[src/rtl/output_frame_parser_if.sv]
// Stream, body and result-record signals of output_frame_parser.
// Modport master is the parser side and slave is the surrounding logic.
interface output_frame_parser_if;
  logic [31:0] in_data;
  logic        in_valid;
  logic        in_ready;
  logic [31:0] body_data;
  logic        body_valid;
  logic        body_ready;
  logic [15:0] res_cycles;
  logic [7:0]  res_iterations;
  logic [15:0] res_word_count;
  logic [1:0]  res_flags;
  logic [31:0] res_checksum;
  logic        res_valid;
  logic        res_ready;
  logic [31:0] frame_count;

  modport master (
    input  in_data, in_valid, body_ready, res_ready,
    output in_ready, body_data, body_valid,
           res_cycles, res_iterations, res_word_count, res_flags,
           res_checksum, res_valid, frame_count
  );

  modport slave (
    output in_data, in_valid, body_ready, res_ready,
    input  in_ready, body_data, body_valid,
           res_cycles, res_iterations, res_word_count, res_flags,
           res_checksum, res_valid, frame_count
  );
endinterface

[src/rtl/output_frame_parser.sv]
// Splits decoder output frames (header, body words, 32'hFFFFFFFF terminator) into a
// zero-latency body stream and one result record per frame. OUTPUT_PARSER_CHECKSUM_EN adds the body XOR checksum.
//
// state  | meaning
// S_IDLE | waiting for a header or a lone terminator
// S_BODY | forwarding body words, watching for terminator / overflow / idle timeout
// S_DONE | result record presented, waiting for res_ready
module output_frame_parser #(
  parameter int MAX_WORDS      = 4096,
  parameter int TIMEOUT_CYCLES = 65535
) (
  input  logic                   clk,
  input  logic                   reset,
  output_frame_parser_if.master  pif
);

  localparam logic [31:0] TERM = 32'hFFFF_FFFF;
  localparam int TW = (TIMEOUT_CYCLES < 2) ? 1 : $clog2(TIMEOUT_CYCLES + 1);

  typedef enum logic [1:0] {S_IDLE, S_BODY, S_DONE} state_t;

  state_t          state;
  logic [TW-1:0]   idle_left;
  logic [15:0]     word_cnt;
  logic [15:0]     cyc_q;
  logic [7:0]      iter_q;
  logic [1:0]      flags_q;
  logic            res_valid_q;
  logic [31:0]     frame_cnt_q;

  logic            is_term;
  logic            room;
  logic            in_rdy;
  logic            accept;

  assign is_term = (pif.in_data == TERM);
  assign room    = ({16'd0, word_cnt} < 32'(MAX_WORDS));

  always_comb begin
    in_rdy = 1'b0;
    case (state)
      S_IDLE:  in_rdy = 1'b1;
      S_BODY:  in_rdy = (is_term || !room) ? 1'b1 : pif.body_ready;
      default: in_rdy = 1'b0;
    endcase
  end

  assign accept         = pif.in_valid && in_rdy;
  assign pif.in_ready   = in_rdy;
  assign pif.body_valid = (state == S_BODY) && pif.in_valid && !is_term && room;
  assign pif.body_data  = pif.in_data;

  assign pif.res_cycles     = cyc_q;
  assign pif.res_iterations = iter_q;
  assign pif.res_word_count = word_cnt;
  assign pif.res_flags      = flags_q;
  assign pif.res_valid      = res_valid_q;
  assign pif.frame_count    = frame_cnt_q;

  always_ff @(posedge clk or negedge reset) begin
    if (!reset) begin
      state       <= S_IDLE;
      idle_left   <= '0;
      word_cnt    <= '0;
      cyc_q       <= '0;
      iter_q      <= '0;
      flags_q     <= '0;
      res_valid_q <= 1'b0;
      frame_cnt_q <= '0;
    end else begin
      case (state)
        S_IDLE: begin
          if (accept) begin
            word_cnt <= '0;
            flags_q  <= '0;
            if (is_term) begin
              cyc_q       <= '0;
              iter_q      <= '0;
              res_valid_q <= 1'b1;
              state       <= S_DONE;
            end else begin
              cyc_q     <= pif.in_data[15:0];
              iter_q    <= pif.in_data[23:16];
              idle_left <= TW'(TIMEOUT_CYCLES);
              state     <= S_BODY;
            end
          end
        end
        S_BODY: begin
          // Any valid cycle counts as activity, even if stalled by body_ready.
          if (pif.in_valid) begin
            idle_left <= TW'(TIMEOUT_CYCLES);
            if (accept) begin
              if (is_term) begin
                res_valid_q <= 1'b1;
                state       <= S_DONE;
              end else begin
                if (word_cnt != 16'hFFFF) word_cnt <= word_cnt + 16'd1;
                if (!room) flags_q[0] <= 1'b1;
              end
            end
          end else if (idle_left <= TW'(1)) begin
            flags_q[1]  <= 1'b1;
            res_valid_q <= 1'b1;
            state       <= S_DONE;
          end else begin
            idle_left <= idle_left - TW'(1);
          end
        end
        S_DONE: begin
          if (res_valid_q && pif.res_ready) begin
            res_valid_q <= 1'b0;
            frame_cnt_q <= frame_cnt_q + 32'd1;
            state       <= S_IDLE;
          end
        end
        default: state <= S_IDLE;
      endcase
    end
  end

`ifdef OUTPUT_PARSER_CHECKSUM_EN
  logic [31:0] cks_q;

  always_ff @(posedge clk or negedge reset) begin
    if (!reset) begin
      cks_q <= '0;
    end else if (state == S_IDLE && accept) begin
      cks_q <= '0;
    end else if (state == S_BODY && accept && !is_term) begin
      cks_q <= cks_q ^ pif.in_data;
    end
  end

  assign pif.res_checksum = cks_q;
`else
  assign pif.res_checksum = '0;
`endif

endmodule

[src/flat_wrapper.sv]
// flat-port wrapper written by rule: the top's interface ports become plain ports
module output_frame_parser_flat 
#(
  parameter int MAX_WORDS      = 4096,
  parameter int TIMEOUT_CYCLES = 65535
)
  (clk, reset, pif_in_data, pif_in_valid, pif_body_ready, pif_res_ready, pif_in_ready, pif_body_data, pif_body_valid, pif_res_cycles, pif_res_iterations, pif_res_word_count, pif_res_flags, pif_res_checksum, pif_res_valid, pif_frame_count);
  output_frame_parser_if pif_i ();
  input  logic clk;
  input  logic reset;
  input wire logic [$bits(pif_i.in_data)-1:0] pif_in_data;
  input wire logic [$bits(pif_i.in_valid)-1:0] pif_in_valid;
  input wire logic [$bits(pif_i.body_ready)-1:0] pif_body_ready;
  input wire logic [$bits(pif_i.res_ready)-1:0] pif_res_ready;
  output wire logic [$bits(pif_i.in_ready)-1:0] pif_in_ready;
  output wire logic [$bits(pif_i.body_data)-1:0] pif_body_data;
  output wire logic [$bits(pif_i.body_valid)-1:0] pif_body_valid;
  output wire logic [$bits(pif_i.res_cycles)-1:0] pif_res_cycles;
  output wire logic [$bits(pif_i.res_iterations)-1:0] pif_res_iterations;
  output wire logic [$bits(pif_i.res_word_count)-1:0] pif_res_word_count;
  output wire logic [$bits(pif_i.res_flags)-1:0] pif_res_flags;
  output wire logic [$bits(pif_i.res_checksum)-1:0] pif_res_checksum;
  output wire logic [$bits(pif_i.res_valid)-1:0] pif_res_valid;
  output wire logic [$bits(pif_i.frame_count)-1:0] pif_frame_count;
  assign pif_i.in_data = pif_in_data;
  assign pif_i.in_valid = pif_in_valid;
  assign pif_i.body_ready = pif_body_ready;
  assign pif_i.res_ready = pif_res_ready;
  assign pif_in_ready = pif_i.in_ready;
  assign pif_body_data = pif_i.body_data;
  assign pif_body_valid = pif_i.body_valid;
  assign pif_res_cycles = pif_i.res_cycles;
  assign pif_res_iterations = pif_i.res_iterations;
  assign pif_res_word_count = pif_i.res_word_count;
  assign pif_res_flags = pif_i.res_flags;
  assign pif_res_checksum = pif_i.res_checksum;
  assign pif_res_valid = pif_i.res_valid;
  assign pif_frame_count = pif_i.frame_count;
  output_frame_parser #(.MAX_WORDS(MAX_WORDS), .TIMEOUT_CYCLES(TIMEOUT_CYCLES)) u_core (.clk(clk), .reset(reset), .pif(pif_i));
endmodule
[config.mk]
export PLATFORM = sky130hd
export DESIGN_NAME = output_frame_parser_flat
export DESIGN_NICKNAME = d
export VERILOG_FILES = /design/src/rtl/output_frame_parser_if.sv /design/src/rtl/output_frame_parser.sv /design/src/flat_wrapper.sv
export SDC_FILE = /design/constraint.sdc
export NUM_CORES = 1
export LEC_CHECK = 0
export CORE_UTILIZATION = 46
export DETAILED_ROUTE_END_ITERATION = 7
export PLACE_DENSITY_LB_ADDON = 0.08
export SYNTH_ARGS = -nofsm -noshare
export SYNTH_HDL_FRONTEND = slang
export SYNTH_SLANG_ARGS = --single-unit
[constraint.sdc]
create_clock -name clk -period 3.2 [get_ports clk]
set_clock_uncertainty 0.2 [all_clocks]
set_input_delay 0.48 -clock clk [delete_from_list [all_inputs] [get_ports clk]]
set_output_delay 0.48 -clock clk [all_outputs]
set_load 0.005 [all_outputs]
# Word-level counts from Yosys, hierarchy flattened
# Cells that the tools add are included.
dict set report op_classes {
  add_sub_neg 3
  magnitude_cmp 2
  eq_ne 18
  muxes 36
  reduce_logical 19
}
# operator n
set ops {}
lappend ops {{16-bit 2-to-1 mux} 10}
lappend ops {{16-bit one-hot mux with 2 select lines} 2}
lappend ops {{32-bit by 1-bit adder with 32-bit output, second input constant} 1}
lappend ops {{32-bit == test, second input constant} 1}
lappend ops {{16-bit by 1-bit adder with 16-bit output, second input constant} 1}
lappend ops {{16-bit by 1-bit <= comparator with 1-bit output, second input constant} 1}
lappend ops {{16-bit by 13-bit < comparator with 1-bit output, second input constant} 1}
lappend ops {{2-bit 2-to-1 mux} 8}
lappend ops {{16-bit != test, second input constant} 1}
lappend ops {{16-bit by 1-bit subtractor with 16-bit output, second input constant} 1}
lappend ops {{2-bit != test, second input constant} 7}
lappend ops {{6-bit AND reduction} 2}
lappend ops {{1-bit 2-to-1 mux} 11}
lappend ops {{8-bit 2-to-1 mux} 1}
lappend ops {{4-bit AND reduction} 2}
lappend ops {{2-bit by 1-bit != test with 1-bit output, second input constant} 3}
lappend ops {{3-bit by 2-bit != test with 1-bit output, second input constant} 2}
lappend ops {{3-bit != test, second input constant} 2}
lappend ops {{2-bit one-hot mux with 3 select lines} 1}
lappend ops {{1-bit logical AND} 5}
lappend ops {{5-bit AND reduction} 1}
lappend ops {{2-bit one-hot mux with 2 select lines} 1}
lappend ops {{2-bit AND reduction} 2}
lappend ops {{1-bit one-hot mux with 3 select lines} 1}
lappend ops {{9 further kinds} 10}
dict set report totals {
  register_bits 93
  input_bits 37
  output_inout_bits 141
  word_cells 87
}

# Longest topological paths before layout
# Gate-level depths: netlist of the first run.
dict set report logic_depth {
  ltp_word 9
  depth_mapped 10
  ltp_nobuf 8
}

# Least setup slack after synthesis of the first run
# OpenSTA, ideal clock, no wires.
dict set report synth_path {
  path_type {in2out}
  startpoint {in pif_in_data[15]}
  endpoint {out pif_body_valid}
  t_arrival_ps 1573
  required_time_ps 2520
  setup_slack_ps 947
  cell_stages 7
  n_path_buf 2
  cell_sequence {nand4_1 -> nor4_2 -> and2_1 -> buf_2 -> buf_2 -> nor3_1 -> and2_1}
}
dict set report synth_between {
  elab_chain_len 4
}
# element line
set synth_lines {}
lappend synth_lines {{start, declared} flat_wrapper.sv:11} ;# input wire logic [$bits(pif_i.in_data)-1:0] pif_in_data;
lappend synth_lines {{32-bit == test} output_frame_parser.sv:36} ;# assign is_term = (pif.in_data == TERM);
lappend synth_lines {{1-bit logical NOT} output_frame_parser.sv:50} ;# assign pif.body_valid = (state == S_BODY) && pif.in_valid && !is_term && room;
lappend synth_lines {{1-bit logical AND (2 in series)} output_frame_parser.sv:50}
lappend synth_lines {{end, declared} flat_wrapper.sv:17} ;# output wire logic [$bits(pif_i.body_valid)-1:0] pif_body_valid;
# No other way between the ends.

# Worst setup path in the final report of the first run
dict set report layout_path {
  startpoint {in pif_in_data[4]}
  endpoint {out pif_in_ready}
}
dict set report layout_between {
  elab_chain_len 4
}
# element line
set layout_lines {}
lappend layout_lines {{32-bit == test} output_frame_parser.sv:36}
lappend layout_lines {{1-bit logical OR} output_frame_parser.sv:43} ;# S_BODY: in_rdy = (is_term || !room) ? 1'b1 : pif.body_ready;
lappend layout_lines {{1-bit 2-to-1 mux} output_frame_parser.sv:43}
lappend layout_lines {{1-bit one-hot mux with 2 select lines} output_frame_parser.sv:41} ;# case (state)
lappend layout_lines {{end, declared} flat_wrapper.sv:15} ;# output wire logic [$bits(pif_i.in_ready)-1:0] pif_in_ready;
# No other way between the ends.

==> impl_metrics.prom, run 1 <==
# TYPE chip_impl_metric gauge
chip_impl_metric{name="antennaDiodeCount",unit=""} 0
chip_impl_info{name="clockRootBuffer",value="sky130_fd_sc_hd__clkbuf_16"} 1
chip_impl_metric{name="critical-path-max-stage-delay",unit="ns"} 0.51
chip_impl_metric{name="route.detailed.drc",unit=""} 0
chip_impl_metric{name="r2r_cells",unit=""} 8
chip_impl_metric{name="drt_pre_antenna_iters",unit=""} 4
chip_impl_metric{name="worstPathMaxFanout",unit=""} 3
chip_impl_metric{name="finalPower",unit="uW"} 4060
chip_impl_metric{name="cp_data_required_time",unit="ns"} 2.52
chip_impl_metric{name="via_count",unit=""} 4403
chip_impl_metric{name="num-nets-final",unit=""} 724
chip_impl_metric{name="synth.avg_cell_area",unit="um^2"} 9.40
chip_impl_metric{name="clkTransAtPathRegs",unit="ns"} 0.07
chip_impl_info{name="crit_family",value="buffers and inverters"} 1
chip_impl_metric{name="avgViaCountPerCell",unit=""} 5.34
chip_impl_metric{name="critical_path.n_buffers_inverters",unit=""} 3
chip_impl_info{name="worstPathCellList",value="clkdlybuf4s50_1, nand4_1, nor4_4, buf_4, nand2_1, nand3b_1, a21o_1, clkdlybuf4s50_1"} 1
chip_impl_metric{name="final_layout_size_suffix_gt1_frac",unit=""} 0.0980
chip_impl_metric{name="yosys.area.top_type_share",unit=""} 0.446
chip_impl_metric{name="io-pin-count",unit=""} 178
chip_impl_metric{name="maxClockFrequency",unit="MHz"} 322
chip_impl_info{name="commonest_non_fill_non_tap_cell_in_the_layout",value="sky130_fd_sc_hd__clkdlybuf4s50_1"} 1
chip_impl_info{name="commonest_cells_after_routing_fill_and_taps_aside",value="140 x sky130_fd_sc_hd__clkdlybuf4s50_1, 93 x sky130_fd_sc_hd__dfrtp_1, 83 x sky130_fd_sc_hd__nand2_1, 34 x sky130_fd_sc_hd__o21ai_0"} 1
chip_impl_metric{name="drt.antenna.violating_nets",unit=""} 0
chip_impl_metric{name="placement.io_buffers",unit=""} 145
chip_impl_metric{name="clock_path_buffers",unit=""} 2
chip_impl_metric{name="avgRoutedWirePerCell",unit="um"} 15.6
chip_impl_metric{name="final_hold_viol_count",unit=""} 0
chip_impl_info{name="path_class",value="in2out"} 1
chip_impl_metric{name="htree_levels",unit=""} 3
chip_impl_metric{name="std_cell_rows",unit=""} 38
chip_impl_metric{name="finalWirelength",unit="um"} 12800
chip_impl_info{name="ys_dominant_reg_cell",value="sky130_fd_sc_hd__dfrtp_1"} 1
chip_impl_metric{name="floorplan.die.width",unit="um"} 109
chip_impl_metric{name="worstMarginPinSlew",unit="ns"} 0.670
chip_impl_metric{name="period_needed",unit="ns"} 3.10
chip_impl_metric{name="async_reset_ff_frac",unit=""} 1.00
chip_impl_info{name="critPathSlowestCell",value="sky130_fd_sc_hd__clkdlybuf4s50_1"} 1
chip_impl_metric{name="totalNegativeSetupSlack",unit="ns"} 0
chip_impl_metric{name="initial_antenna_violation_count",unit=""} 0
chip_impl_metric{name="slew_viols_final",unit=""} 0
chip_impl_metric{name="syn-cell-area",unit="um^2"} 5220
chip_impl_metric{name="power.ir.vdd_worst",unit="mV"} 0.344
chip_impl_metric{name="insertion_delay",unit="ns"} 0.34
chip_impl_metric{name="finalSetupViolCount",unit=""} 0
chip_impl_info{name="outcome",value="finished, final reports clean"} 1
chip_impl_metric{name="post_cts_buffers",unit=""} 0
chip_impl_info{name="holdCritStartpoint",value="pif_in_data[3]"} 1
chip_impl_metric{name="synth-edff-count",unit=""} 0
chip_impl_metric{name="routabilityCongestion",unit=""} 0.800
chip_impl_info{name="crit_top_cell",value="sky130_fd_sc_hd__clkdlybuf4s50_1"} 1
chip_impl_metric{name="drv.max_cap_violation_count",unit=""} 0
chip_impl_metric{name="p_per_area",unit="nW/um^2"} 585
chip_impl_info{name="timing.rr.start",value="u_core.state[0]"} 1
chip_impl_metric{name="globalRouteOverflowTotal",unit=""} 0
chip_impl_info{name="worstHoldEndpoint",value="u_core.pif.res_cycles[3]"} 1
chip_impl_metric{name="reg2reg_setup_slack",unit="ns"} 0.59
chip_impl_metric{name="cp_data_arrival_time",unit="ns"} 2.42
chip_impl_info{name="worstHoldPathType",value="in2reg"} 1
chip_impl_metric{name="timing.slew.headroom",unit=""} 0.551
chip_impl_info{name="setup.worst_path.start_class",value="input port"} 1
chip_impl_metric{name="core_area",unit="um^2"} 10900
chip_impl_metric{name="die_area",unit="um^2"} 11800
chip_impl_metric{name="setup_slack",unit="ns"} 0.0984
chip_impl_metric{name="floorplan.initialDensity",unit=""} 0.478
chip_impl_metric{name="floorplan.die.height",unit="um"} 109
chip_impl_info{name="cts_tree",value="yes"} 1
chip_impl_metric{name="place_worst_setup_slack",unit="ns"} 0.0361
chip_impl_info{name="synth.largest_area_cell",value="sky130_fd_sc_hd__dfrtp_1"} 1
chip_impl_metric{name="layout_worst_path_cycle_share",unit=""} 0.969
chip_impl_metric{name="power_leakage",unit="uW"} 0.00302
chip_impl_metric{name="tritoncts.num_buffers",unit=""} 9
chip_impl_metric{name="netlist_instances",unit=""} 556
chip_impl_info{name="regToRegEndpoint",value="u_core.pif.res_word_count[5]"} 1
chip_impl_metric{name="synth_warnings",unit=""} 0
chip_impl_metric{name="groute.usage.overall",unit=""} 0.224
chip_impl_metric{name="cts.sinks",unit=""} 93
chip_impl_metric{name="drt-initial-drc-count",unit=""} 246
chip_impl_info{name="grt_setup_unrepaired",value="false"} 1
chip_impl_metric{name="via_count_of_the_first_global_routing_pass",unit=""} 4114
chip_impl_metric{name="yosysSeqAreaShare",unit=""} 0.446
chip_impl_metric{name="synth_cell_type_count",unit=""} 65
chip_impl_metric{name="first_pass_grt_wire_length",unit="um"} 20600
chip_impl_metric{name="syn2layout_area_growth",unit="%"} 32.7
chip_impl_metric{name="postSynthRegisterBits",unit=""} 93
chip_impl_metric{name="grt_start_max_net_pins",unit=""} 56
chip_impl_metric{name="cell_depth_of_the_worst_hold_path",unit=""} 3
chip_impl_info{name="synth_area_leaders",value="sky130_fd_sc_hd__dfrtp_1 45%, sky130_fd_sc_hd__buf_4 9.3%, sky130_fd_sc_hd__nand2_1 6.0%"} 1
chip_impl_metric{name="hpwl",unit="um"} 9380
chip_impl_info{name="setup.worst_path.end_class",value="output pin"} 1
-- cell usage after synthesis, drive strengths merged, types with 12 or more instances --
cell,n
clkbuf,12
xnor2,24
a21oi,19
nand2,84
nand3,32
nor2,25
nand4,20
o21ai,37
nor3,13
and3,15
dfrtp,93
buf,75
-- worst reg2reg max path, stage by stage, from the launching register on --
cell                      delay, ns
sky130_fd_sc_hd__dfrtp_1       0.42
sky130_fd_sc_hd__inv_1         0.10
sky130_fd_sc_hd__ha_1          0.40
sky130_fd_sc_hd__o21ai_0       0.26
sky130_fd_sc_hd__a21oi_2       0.33
sky130_fd_sc_hd__o31ai_4       0.24
sky130_fd_sc_hd__nor2_1        0.22
sky130_fd_sc_hd__a41oi_1       0.14
sky130_fd_sc_hd__nor3_1        0.19
-- per-stage QoR --
stage | cells | area (um^2) | utilization | hold WS (ns)
after floorplan | 587 | 5340 | - | -0.0156
after global placement | 807 | 6540 | 0.598 | 0.259
after detailed placement | 807 | 6540 | 0.598 | 0.268
after CTS | 824 | 6910 | 0.632 | 0.277
after global routing | 824 | 6930 | 0.634 | 0.263
final | 824 | 6930 | 0.634 | 0.248
-- worst max path at each step --
stage | start | end | cells past startpoint
after floorplan | pif_in_data[15] | pif_body_valid | 7
after global placement | pif_in_data[11] | pif_body_valid | 8
after detailed placement | pif_in_data[11] | pif_body_valid | 8
after CTS | pif_in_data[11] | pif_body_valid | 8
after global routing | pif_in_data[12] | pif_in_ready | 8
final | pif_in_data[4] | pif_in_ready | 8
-- registers in the layout (all words and copies together), names as in the netlist --
signal and cells:
u_core.idle_left 16, u_core.pif.frame_count 32, u_core.pif.res_cycles 16, u_core.pif.res_flags 2, u_core.pif.res_iterations 8, u_core.pif.res_valid 1, u_core.pif.res_word_count 16, u_core.state 2
-- power by group --
part | total, uW | internal [uW] | switching [uW]
registers | 1530 | 1380 | 152
logic | 1270 | 641 | 624
clock network | 1260 | 792 | 472
-- layer usage --
layer / global-route usage / routed length (um) / up-vias
met4: 0.0820 / 177 / 0
met1: 0.306 / 5760 / 2127
li1: - / - / 2122
met5: 0 / 0 / -
met2: 0.366 / 6260 / 140
met3: 0.0265 / 615 / 14
-- cell type report --
type	count	area [um^2]
fill	925	4000
multi-input combinational	396	2390
sequential	93	2330
timing repair buffer	168	1650
clock buffer	10	239
tap	140	175
clock inverter	6	116
inverter	11	41.3
-- cell families after synthesis --
group / count (synthesis) / share of synthesized area
and+or+nand+nor: 233 / 0.240
buffers and inverters: 98 / 0.123
DFF: 93 / 0.446
AOI/OAI and AO/OA: 91 / 0.118
xor gates and xnor gates: 31 / 0.0520
adders and majority gates: 8 / 0.0192
other: 1 / 0.000718
muxes: 1 / 0.00216
-- repair_timing --
action                                  in CTS  in global routing
endpoints found under the setup margin       0                  2
gates resized for setup                      0                  6
hold buffers                                 1                  0
endpoints found under the hold margin       38                  0
Note: power is estimated with default switching activity, not from simulation.
==> inputs of run 2 (changes only) <==
--- a/config.mk
+++ b/config.mk
@@ -9,2 +9,3 @@
 export DETAILED_ROUTE_END_ITERATION = 7
+export MAX_ROUTING_LAYER = met4
 export PLACE_DENSITY_LB_ADDON = 0.08
==> constraint.sdc (replaced) <==
create_clock -name clk -period 3.2 [get_ports clk]
set_clock_uncertainty 0.2 [all_clocks]
set_input_delay 0.64 -clock clk [delete_from_list [all_inputs] [get_ports clk]]
set_output_delay 0.64 -clock clk [all_outputs]
set_load 0.005 [all_outputs]
==> impl_metrics.prom, run 2 (synthesized netlist as in run 1, its figures left out) <==
# TYPE chip_impl_metric gauge
chip_impl_info{name="setup.worst_path.end_class",value="output pin"} 1
chip_impl_metric{name="layout_worst_path_cycle_share",unit=""} 0.986
chip_impl_metric{name="clkTransAtPathRegs",unit="ns"} 0.07
chip_impl_metric{name="hpwl",unit="um"} 9620
chip_impl_metric{name="cts_hold_buf",unit=""} 0
chip_impl_metric{name="timing.hold.ws",unit="ns"} 0.0421
chip_impl_metric{name="placement.io_buffers",unit=""} 145
chip_impl_metric{name="io-pin-count",unit=""} 178
chip_impl_metric{name="finalPower",unit="uW"} 3970
chip_impl_metric{name="clock_path_buffers",unit=""} 2
chip_impl_metric{name="floorplan.die.width",unit="um"} 109
chip_impl_metric{name="power_leakage",unit="uW"} 0.00305
chip_impl_metric{name="num-nets-final",unit=""} 741
chip_impl_metric{name="globalRouteOverflowTotal",unit=""} 0
chip_impl_info{name="setup.worst_path.start_class",value="input port"} 1
chip_impl_metric{name="floorplan.die.height",unit="um"} 109
chip_impl_metric{name="slew_viols_final",unit=""} 0
chip_impl_metric{name="p_per_area",unit="nW/um^2"} 566
chip_impl_metric{name="avgViaCountPerCell",unit=""} 5.29
chip_impl_info{name="cts_tree",value="yes"} 1
chip_impl_metric{name="via_count",unit=""} 4448
chip_impl_info{name="commonest_cells_after_routing_fill_and_taps_aside",value="140 x sky130_fd_sc_hd__clkdlybuf4s50_1, 93 x sky130_fd_sc_hd__dfrtp_1, 83 x sky130_fd_sc_hd__nand2_1, 40 x sky130_fd_sc_hd__buf_4, 34 x sky130_fd_sc_hd__o21ai_0"} 1
chip_impl_metric{name="finalSetupViolCount",unit=""} 0
chip_impl_metric{name="route.detailed.drc",unit=""} 0
chip_impl_metric{name="drt.antenna.violating_nets",unit=""} 0
chip_impl_metric{name="maxClockFrequency",unit="MHz"} 317
chip_impl_metric{name="period_needed",unit="ns"} 3.16
chip_impl_metric{name="n_fill_cell",unit=""} 942
chip_impl_metric{name="post_dp_cell_area",unit="um^2"} 6680
chip_impl_metric{name="routabilityCongestion",unit=""} 0.818
chip_impl_metric{name="htree_levels",unit=""} 3
chip_impl_info{name="clockRootBuffer",value="sky130_fd_sc_hd__clkbuf_16"} 1
chip_impl_metric{name="first_pass_grt_wire_length",unit="um"} 20700
chip_impl_metric{name="final_hold_viol_count",unit=""} 0
chip_impl_info{name="path_class",value="in2out"} 1
chip_impl_metric{name="drt_pre_antenna_iters",unit=""} 4
chip_impl_metric{name="final_layout_size_suffix_gt1_frac",unit=""} 0.123
chip_impl_info{name="worstHoldPathType",value="in2async"} 1
chip_impl_metric{name="via_count_of_the_first_global_routing_pass",unit=""} 4128
chip_impl_metric{name="worstPathMaxFanout",unit=""} 3
chip_impl_metric{name="cts.sinks",unit=""} 93
chip_impl_metric{name="syn2layout_area_growth",unit="%"} 34.2
chip_impl_metric{name="groute.usage.overall",unit=""} 0.235
chip_impl_metric{name="floorplan.initialDensity",unit=""} 0.478
chip_impl_metric{name="core_area",unit="um^2"} 10900
chip_impl_metric{name="largest_register_ff_count",unit=""} 32
chip_impl_metric{name="finalWirelength",unit="um"} 13000
chip_impl_metric{name="worstMarginPinSlew",unit="ns"} 0.670
chip_impl_metric{name="std_cell_rows",unit=""} 38
chip_impl_metric{name="grt_start_max_net_pins",unit=""} 62
chip_impl_metric{name="initial_antenna_violation_count",unit=""} 0
chip_impl_metric{name="cp_data_required_time",unit="ns"} 2.36
chip_impl_metric{name="die_area",unit="um^2"} 11800
chip_impl_metric{name="cp_data_arrival_time",unit="ns"} 2.32
chip_impl_metric{name="tritoncts.num_buffers",unit=""} 9
chip_impl_metric{name="timing.slew.headroom",unit=""} 0.552
chip_impl_metric{name="drt-initial-drc-count",unit=""} 249
chip_impl_metric{name="post_cts_buffers",unit=""} 0
chip_impl_metric{name="finish.instance_area",unit="um^2"} 7010
chip_impl_metric{name="drv.max_cap_violation_count",unit=""} 0
chip_impl_info{name="grt_setup_unrepaired",value="true"} 1
chip_impl_info{name="outcome",value="finished, final reports clean"} 1
chip_impl_metric{name="insertion_delay",unit="ns"} 0.34
chip_impl_metric{name="power.ir.vdd_worst",unit="mV"} 0.421
chip_impl_metric{name="avgRoutedWirePerCell",unit="um"} 15.5
chip_impl_info{name="commonest_non_fill_non_tap_cell_in_the_layout",value="sky130_fd_sc_hd__clkdlybuf4s50_1"} 1
chip_impl_metric{name="antennaDiodeCount",unit=""} 0
chip_impl_metric{name="finalCoreUtilization",unit=""} 0.641
run 2: final timing paths:
path / cells after the start / slack [ns] / endpoint / startpoint
max in group asynchronous: 2 / 2.08 / u_core.idle_left[7] / reset
min in group clk: 1 / 0.27 / u_core.pif.frame_count[31] / u_core.pif.frame_count[31]
min: 1 / 0.04 / u_core.pif.frame_count[31] / reset
max reg2reg: 8 / 0.51 / u_core.pif.res_word_count[3] / u_core.state[1]
max: 8 / 0.04 / pif_in_ready / pif_in_data[15]
min reg2reg: 1 / 0.27 / u_core.pif.frame_count[31] / u_core.pif.frame_count[31]
run 2: area by class of cell:
type	count	area, um^2	area share
clock buffer	10	229	0.0327
clock inverter	6	93.8	0.0134
inverter	11	41.3	0.00589
multi-input combinational	396	2390	0.341
sequential	93	2330	0.332
tap	140	175	0.0250
timing repair buffer	185	1750	0.250
run 2: metrics by stage:
stage	setup WS [ns]	std cells	setup TNS, ns
final	0.0447	841	0
after detailed placement	-0.328	825	-0.630
after CTS	0.0177	841	0
after global placement	-0.318	825	-0.619
after global routing	-0.0391	841	-0.0391
after floorplan	0.627	587	0
run 2: what timing repair did:
| action | 4_1_cts | 5_1_grt |
|---|---|---|
| gates resized for setup | 11 | 0 |
| endpoints found under the setup margin | 2 | 1 |
| pin swaps | 4 | 0 |
run 2: power by group:
part           total, uW  switching [uW]  internal [uW]
registers           1530             150           1380
logic               1290             631            656
clock network       1160             464            692
run 2: metal layers:
| layer | global-route usage | vias up | part of all wire |
|---|---|---|---|
| met4 | 0.0589 | 0 | 0.011 |
| met5 | - | - | 0 |
| met3 | 0.0344 | 11 | 0.045 |
| li1 | - | 2148 | - |
| met1 | 0.307 | 2173 | 0.44 |
| met2 | 0.382 | 116 | 0.51 |
run 2: worst max-delay path, stage by stage:
cell and delay [ns]:
sky130_fd_sc_hd__clkdlybuf4s50_1 0.47, sky130_fd_sc_hd__nand4_1 0.17, sky130_fd_sc_hd__nor4_4 0.36, sky130_fd_sc_hd__buf_4 0.18
sky130_fd_sc_hd__nand2_1 0.07, sky130_fd_sc_hd__nand3b_1 0.10, sky130_fd_sc_hd__a21o_1 0.11, sky130_fd_sc_hd__clkdlybuf4s15_1 0.20
